<file path="src/rtl/dii_arb_pkg.sv">
// Shared types and helpers for the DII packet arbiter.
//   arb_state_e  : arbiter state (idle pick / packet in progress)
//   arb_next_ptr : round-robin pointer advance with explicit wrap, so that
//                  non-power-of-2 port counts rotate correctly.
package dii_arb_pkg;

    typedef enum logic {
        ARB_IDLE   = 1'b0,
        ARB_LOCKED = 1'b1
    } arb_state_e;

    function automatic int unsigned arb_next_ptr(input int unsigned idx,
                                                 input int unsigned ports);
        return (idx == ports - 1) ? 0 : idx + 1;
    endfunction

endpackage

</file>
<file path="src/rtl/dii_rr_select.sv">
// Combinational round-robin selector.
//   req     : request vector, one bit per port
//   ptr     : highest-priority port index (0..PORTS-1)
//   gnt     : one-hot grant, 0 when no request
//   gnt_idx : index of the granted port (0 when no request)
// Scans ptr, ptr+1, ... wrapping from PORTS-1 back to 0.
module dii_rr_select #(
    parameter int PORTS = 2,
    parameter int PTR_W = $clog2(PORTS)
) (
    input  logic [PORTS-1:0] req,
    input  logic [PTR_W-1:0] ptr,
    output logic [PORTS-1:0] gnt,
    output logic [PTR_W-1:0] gnt_idx
);

    // Candidate port for each scan offset. One extra bit holds ptr+offset
    // before the wrap, which never exceeds 2*PORTS-2.
    logic [PTR_W-1:0] cand_idx [PORTS];

    generate
        for (genvar gi = 0; gi < PORTS; gi++) begin : g_cand
            logic [PTR_W:0] sum_w;
            assign sum_w = {1'b0, ptr} + (PTR_W+1)'(gi);
            assign cand_idx[gi] = (sum_w > (PTR_W+1)'(PORTS - 1))
                                ? PTR_W'(sum_w - (PTR_W+1)'(PORTS))
                                : PTR_W'(sum_w);
        end
    endgenerate

    always_comb begin
        logic found;
        gnt     = '0;
        gnt_idx = '0;
        found   = 1'b0;
        for (int k = 0; k < PORTS; k++) begin
            if (!found && req[cand_idx[k]]) begin
                found              = 1'b1;
                gnt_idx            = cand_idx[k];
                gnt[cand_idx[k]]   = 1'b1;
            end
        end
    end

endmodule

</file>
<file path="src/rtl/dii_packet_arbiter.sv">
// Packet-granular round-robin arbiter sharing one DII channel between
// PORTS sources. The output path is purely combinational; only the state,
// locked port, priority pointer and sticky error flag are registered.
//   clk, rst        : clock, synchronous active-high reset
//   in_data         : port p flit at [p*WIDTH +: WIDTH]
//   in_first/last   : per-port framing markers
//   in_valid/ready  : per-port handshake (ready only to the granted port)
//   out_*           : selected flit and handshake
//   grant           : one-hot port currently driving the output, 0 if none
//   locked          : a multi-flit packet is in progress
//   protocol_error  : sticky framing violation flag, cleared by rst only
module dii_packet_arbiter
    import dii_arb_pkg::*;
#(
    parameter int WIDTH = 16,
    parameter int PORTS = 2
) (
    input  logic                   clk,
    input  logic                   rst,
    input  logic [PORTS*WIDTH-1:0] in_data,
    input  logic [PORTS-1:0]       in_first,
    input  logic [PORTS-1:0]       in_last,
    input  logic [PORTS-1:0]       in_valid,
    output logic [PORTS-1:0]       in_ready,
    output logic [WIDTH-1:0]       out_data,
    output logic                   out_first,
    output logic                   out_last,
    output logic                   out_valid,
    input  logic                   out_ready,
    output logic [PORTS-1:0]       grant,
    output logic                   locked,
    output logic                   protocol_error
);

    localparam int PTR_W = $clog2(PORTS);

    arb_state_e       state_reg, state_next;
    logic [PTR_W-1:0] prio_ptr_reg, prio_ptr_next;
    logic [PTR_W-1:0] lock_port_reg, lock_port_next;
    logic             protocol_error_reg, protocol_error_next;

    logic [PORTS-1:0] rr_gnt;
    logic [PTR_W-1:0] rr_idx;
    logic [PORTS-1:0] lock_onehot;
    logic [PTR_W-1:0] sel_idx;
    logic             xfer;

    dii_rr_select #(
        .PORTS (PORTS),
        .PTR_W (PTR_W)
    ) u_rr_select (
        .req     (in_valid),
        .ptr     (prio_ptr_reg),
        .gnt     (rr_gnt),
        .gnt_idx (rr_idx)
    );

    generate
        for (genvar gi = 0; gi < PORTS; gi++) begin : g_port
            assign lock_onehot[gi] = (lock_port_reg == PTR_W'(gi));
            assign in_ready[gi]    = out_ready & grant[gi];
        end
    endgenerate

    // Grant source: live round-robin pick when idle, held port when locked.
    // Forced to zero during reset so nothing is accepted.
    always_comb begin
        grant   = '0;
        sel_idx = rr_idx;
        if (!rst) begin
            if (state_reg == ARB_LOCKED) begin
                grant   = lock_onehot;
                sel_idx = lock_port_reg;
            end else begin
                grant   = rr_gnt;
            end
        end
    end

    always_comb begin
        out_data  = '0;
        out_first = 1'b0;
        out_last  = 1'b0;
        out_valid = 1'b0;
        if (|grant) begin
            out_data  = in_data[32'(sel_idx) * WIDTH +: WIDTH];
            out_first = in_first[sel_idx];
            out_last  = in_last[sel_idx];
            out_valid = in_valid[sel_idx];
        end
    end

    assign xfer           = out_valid & out_ready;
    assign locked         = !rst && (state_reg == ARB_LOCKED);
    assign protocol_error = protocol_error_reg;

    always_comb begin
        state_next          = state_reg;
        prio_ptr_next       = prio_ptr_reg;
        lock_port_next      = lock_port_reg;
        protocol_error_next = protocol_error_reg;
        if (xfer) begin
            if (state_reg == ARB_IDLE) begin
                if (!out_first) protocol_error_next = 1'b1;
                if (out_last) begin
                    prio_ptr_next = PTR_W'(arb_next_ptr(32'(sel_idx), PORTS));
                end else begin
                    state_next     = ARB_LOCKED;
                    lock_port_next = sel_idx;
                end
            end else begin
                if (out_first) protocol_error_next = 1'b1;
                if (out_last) begin
                    state_next    = ARB_IDLE;
                    prio_ptr_next = PTR_W'(arb_next_ptr(32'(lock_port_reg), PORTS));
                end
            end
        end
    end

    always_ff @(posedge clk) begin
        if (rst) begin
            state_reg          <= ARB_IDLE;
            prio_ptr_reg       <= '0;
            lock_port_reg      <= '0;
            protocol_error_reg <= 1'b0;
        end else begin
            state_reg          <= state_next;
            prio_ptr_reg       <= prio_ptr_next;
            lock_port_reg      <= lock_port_next;
            protocol_error_reg <= protocol_error_next;
        end
    end

endmodule

</file>
<file path="config.mk">
export PLATFORM = sky130hd
export DESIGN_NAME = dii_packet_arbiter
export DESIGN_NICKNAME = d
export VERILOG_FILES = /design/src/rtl/dii_arb_pkg.sv /design/src/rtl/dii_rr_select.sv /design/src/rtl/dii_packet_arbiter.sv
export SDC_FILE = /design/constraint.sdc
export NUM_CORES = 1
export LEC_CHECK = 0
export CAP_MARGIN = 10
export CELL_PAD_IN_SITES_DETAIL_PLACEMENT = 0
export CELL_PAD_IN_SITES_GLOBAL_PLACEMENT = 1
export CORE_UTILIZATION = 17
export CTS_BUF_LIST = sky130_fd_sc_hd__clkbuf_4
export DETAILED_ROUTE_END_ITERATION = 7
export GPL_TIMING_DRIVEN = 0
export PLACE_DENSITY = 0.84
export RECOVER_POWER = 50
export SYNTH_ARGS = -nofsm -noshare
export SYNTH_HDL_FRONTEND = slang
export SYNTH_SLANG_ARGS = --single-unit
</file>
<file path="constraint.sdc">
create_clock -name clk -period 2.35 [get_ports clk]
set_clock_uncertainty 0.05 [all_clocks]
set_input_delay 0.235 -clock clk [delete_from_list [all_inputs] [get_ports clk]]
set_output_delay 0.235 -clock clk [all_outputs]
set_load 0.05 [all_outputs]
</file>
* Word level (Yosys, flattened, before mapping)
Cells that the tools add are included.
Operators by class: eq/ne operators 2, mux-type cells 38, bitwise logic cells 7, $add $sub $neg 5, $lt $le $gt $ge 7, shift-type cells 1, reduce and logical (&&, ||, !) cells 10
Operator list (count):
- variable part select 32 x 6 -> 16 bit | 1
- two-way mux 1 bit | 31
- two-way mux 16 bit | 1
- two-way mux 2 bit | 4
- < comparator 1 x 2 -> 1 bit (second input constant) | 3
- AND reduction 3 bit | 2
- logical AND 1 bit | 4
- bitwise AND 1 bit | 3
- inverter 1 bit | 3
- adder 1 bit (second input constant) | 2
- adder 1 x 1 -> 2 bit (second input constant) | 1
- demux 1 bit (select 1 bit) | 2
- >= comparator 1 bit (second input constant) | 2
- > comparator 2 x 1 -> 1 bit (second input constant) | 1
- zero test 1 bit | 2
- inequality test 2 x 1 -> 1 bit (second input constant) | 1
- inequality test 2 bit (second input constant) | 1
- bitwise OR 2 bit | 1
- AND reduction 2 bit | 1
- OR reduction 2 bit | 1
- subtractor 1 bit (second input constant) | 2
- > comparator 1 bit (second input constant) | 1
Storage, ports and cells: input port bits 41, flip-flop bits (word level) 4

* Logic depth before layout (Yosys ltp)
depth after elaboration 15, gate-level depth with buffers 7, mapped depth without buffers 5

* Cells and area by module
From an unflattened synthesis, not the netlist that was laid out.
Second synthesis, totals: cell total of the unflattened synthesis 106, area total of the unflattened synthesis 634.4 µm²
By module, submodules not included:
- dii_packet_arbiter | area an instance 604.3 µm², times used 1, cells an instance 102
- dii_rr_select | area an instance 30.0 µm², times used 1, cells an instance 4

* Least setup slack after synthesis
Ideal clock, no wire load.
kind reg-to-output, start register state_reg, end output port in_ready[0], stages on the path, launching flop included 5, slack 0.108 ns, arrival time 1.957 ns, buffers on the path 1, path through dfxtp_1 > buf_6 > mux2_2 > nor2_1 > and2_1
Between the ends: longest elaborated chain between the ends 3
Ends and longest elaborated chain:
- start: declaration | RTL line dii_packet_arbiter.sv:37 | arb_state_e state_reg, state_next;
- start signal: assignment | RTL line dii_packet_arbiter.sv:128 | state_reg <= state_next;
- two-way mux 2 bit | RTL line dii_packet_arbiter.sv:71 | if (state_reg == ARB_LOCKED) begin
- two-way mux 2 bit | RTL line dii_packet_arbiter.sv:70 | if (!rst) begin
- via grant[0] | RTL line dii_packet_arbiter.sv:30 | output logic [PORTS-1:0] grant,
- bitwise AND 1 bit | RTL line dii_packet_arbiter.sv:61 | assign in_ready[gi] = out_ready & grant[gi];
- end: declaration | RTL line dii_packet_arbiter.sv:24 | output logic [PORTS-1:0] in_ready,
The timed path passes the listed nets, and every way through them passes these cells.

* Worst setup path after layout
start input port in_valid[1], end output port out_first
Between the ends: longest elaborated chain between the ends 11, elaborated cells between the ends (all ways) 20, those cells by class 16 x mux; 1 x bitwise; 3 x reduce/logical
Ends and longest elaborated chain:
- start: declaration | RTL line dii_packet_arbiter.sv:23 | input logic [PORTS-1:0] in_valid,
- two-way mux 1 bit (not written as such) (2 in a row) | RTL line dii_rr_select.sv:37 | if (!found && req[cand_idx[k]]) begin
- two-way mux 1 bit | RTL line dii_rr_select.sv:37
- zero test 1 bit | RTL line dii_rr_select.sv:37
- logical AND 1 bit | RTL line dii_rr_select.sv:37
- two-way mux 1 bit | RTL line dii_rr_select.sv:37
- two-way mux 1 bit | RTL line dii_packet_arbiter.sv:71
- two-way mux 1 bit | RTL line dii_packet_arbiter.sv:70
- two-way mux 1 bit (not written as such) (2 in a row) | RTL line dii_packet_arbiter.sv:87 | out_first = in_first[sel_idx];
- two-way mux 1 bit * | RTL line dii_packet_arbiter.sv:85 | if (|grant) begin
- end: declaration | RTL line dii_packet_arbiter.sv:26 | output logic out_first,
Mark *: on every way between the ends. The rest lies on a longest branch, timed or not. The select of a mux whose other input is x is not followed.

==> summary.md <==
| Metric | Value |
|---|---|
| Yosys warning total | 0 |
| Leading area contributor after synthesis | mux2i_1 |
| Area occupied by multi-input gates | 465 sq um |
| Synth Net Count | 116 |
| DP HPWL | 1820 um |
| Period utilisation layout | 94.0% |
| DR iter-0 viols | 15 |
| GPL Wtd Cong | 0.729 |
| Slew margin rel. | 59.8% |
| Share of layout cells above drive strength 1 | 19.6% |
| Global route overflow | 0 |
| WS Path Type | input pin to output port |
| Worst slack at placement | -0.606 ns |
| CTS tree | yes |
| Max frequency | 453 MHz |
| Power per cell area | 403 nW/um^2 |
| Worst Setup End Kind | output port |
| Met2 track demand over resource | 20.1% |
| Hold Path Depth | 1 |
| Setup WS post-layout | 0.141 ns |
| Clock Tree Buf Depth | 2 |
| Synthesized instance count | 75 |
| Die H | 60.5 um |
| Post-Syn Area | 582 sq um |
| Status | finished, final reports clean |
| Clk Latency, worst-skew pair | 0.24 ns |
| Hold crit path type | register to register |
| CTS buffer count | 3 |
| Num Clock Sinks | 4 |
| Hold Violations, Final | 0 |
| Detailed-route wire length | 2180 um |
| RSZ-0062 raised after global routing | no |
| Peak VDD IR | 0.130 mV |
| Detailed Routing Iterations Pass 1 | 4 |
| Area grow syn2layout | 113% |
| Via count | 794 |
| CTS clock-pin slew for the worst setup and hold paths | 0.04 ns |
| Antenna cell count | 0 |
| Met3 Resource Use GR | 3.62% |
| PortBufs | 65 |
| Site Rows | 20 |
| Antenna-violating nets left | 0 |
| Io pins | 66 |
| WP data required | 2.07 ns |
| Fillers | 368 |
| Vias in the first global route | 803 |
| DRC errors left | 0 |
| Die area | 3660 sq um |
| Most used routing layer | met2 |
| Crit path DAT | 1.92 ns |
| First-pass GRT wire length | 3330 um |
| Die width | 60.5 um |
| FF/Latch Area | 80.1 sq um |
| Syn Area/Cell | 7.76 sq um |
| Setup TNS | 0 ns |
| Design area | 1240 sq um |
| Initial Util | 18.5% |
| Leak pwr | 0.000648 uW |
| Via-per-instance ratio | 4.25 |
| Placed Instance Area | 1290 sq um |
| Type of origin of the critical path | input pin |
| Max Slew Vio Count | 0 |
| Final nets | 186 |
| GRT Util Overall | 12.0% |
| Per-cell routed wire length | 11.7 um |
| Largest net degree at the start of global routing | 11 |
| Htree depth | 1 |
| Slew @ Worst Pin | 0.605 ns |
| Post-synth top area share | 31.0% |
| Max-Cap Viols | 0 |
| Final Setup Violations | 0 |
| Hold_buf cts | 0 |
| Initial antenna violation count | 0 |
| Synth top area cells | mux2i_1, nor2_1, dfxtp_1, and3b_1, buf_6 |
| Synth cell types | 26 |
| R2r worst-path depth | 7 |
| #FFs+latches synth | 4 |
| Final critical-path required period | 2.21 ns |
| Root buffer cell | clkbuf_4 |
| GR Util met1 | 13.9% |
| CP Max Fanout | 10 |
| Core ar. | 3150 sq um |
| Sequential share of the synthesized area | 13.8% |
-- cell type report --
| type | count | share of cell area, % |
|---|---|---|
| Clock buffer | 3 | 1.82 |
| Buffer | 4 | 3.13 |
| Inverter | 2 | 0.607 |
| Multi-Input combinational cell | 65 | 37.6 |
| Tap cell | 44 | 4.45 |
| Timing Repair Buffer | 65 | 45.9 |
| Sequential cell | 4 | 6.47 |
-- layout by cell type, fill, tap and decap left out, types with 2 or more instances in the layout --
master and n:
clkdlybuf4s50_1 38, nor2_1 22, mux2i_1 19, buf_2 10
dlygate4sd2_1 8, clkbuf_2 5, dfxtp_1 4, nand2_1 3
buf_6 3, and3b_1 3, clkbuf_4 3, a21oi_1 2
inv_1 2, nor3_1 2, dlygate4sd3_1 2
-- critical path: stages --
cell and delay (ns):
clkdlybuf4s50_1 0.54, o31ai_4 0.44, buf_2 0.29, nor2_1 0.07, clkdlybuf4s15_2 0.34
-- kinds of logic after synthesis --
logic type,count (synthesis),share of synthesized area (%)
simple gates,35,28.4
mux,21,37.8
compound gates,9,12.9
buf+inv,6,7.10
flops,4,13.8
-- per-layer routing --
metal	vias to the layer above	routed length, um
li1	399	-
met1	345	894
met2	44	1030
met3	6	225
met4	0	38
met5	-	0
-- metrics by stage --
stage               total power [uW]  utilization, %  cells  hold slack, ns
detailed placement               439            40.8    184           0.430
CTS                              509            39.8    187           0.450
global route                     527            39.2    187           0.469
finish                           499            39.2    187           0.439
floorplan                        290               -     75           0.422
global placement                 435            40.8    184           0.430
-- power breakdown --
part	total [uW]	switching, uW	internal [uW]
Sequential	77.4	3.19	74.2
Combinational	333	197	135
Clock	88.9	31.5	57.3
-- synth_stat cells (all sizes together) --
library cell and n:
nor2 23, a31oi 1, a21oi 2, mux2 2, a31o 1, and2 1
buf 3, and2b 1, a221o 1, and3b 3, nand2 3, mux2i 19
a211oi 1, a211o 1, o31ai 1, clkbuf 1, nand2b 2, inv 2
o21ai 1, dfxtp 4, nor3 2
-- path summary, 6_finish.rpt --
check / from / to / slack (ns)
setup / recovery: in_valid[1] / out_first / 0.14
hold / removal: protocol_error / protocol_error / 0.44
setup reg to reg: state_reg / prio_ptr_reg / 0.49
hold reg to reg: protocol_error / protocol_error / 0.44
-- what timing repair did --
item	4_1_cts	5_1_grt
setup endpoints to repair	23	20
hold endpoints to repair	0	0
setup buffers	0	0
gates resized for setup	73	11
Power figures use the tool's default switching activity.
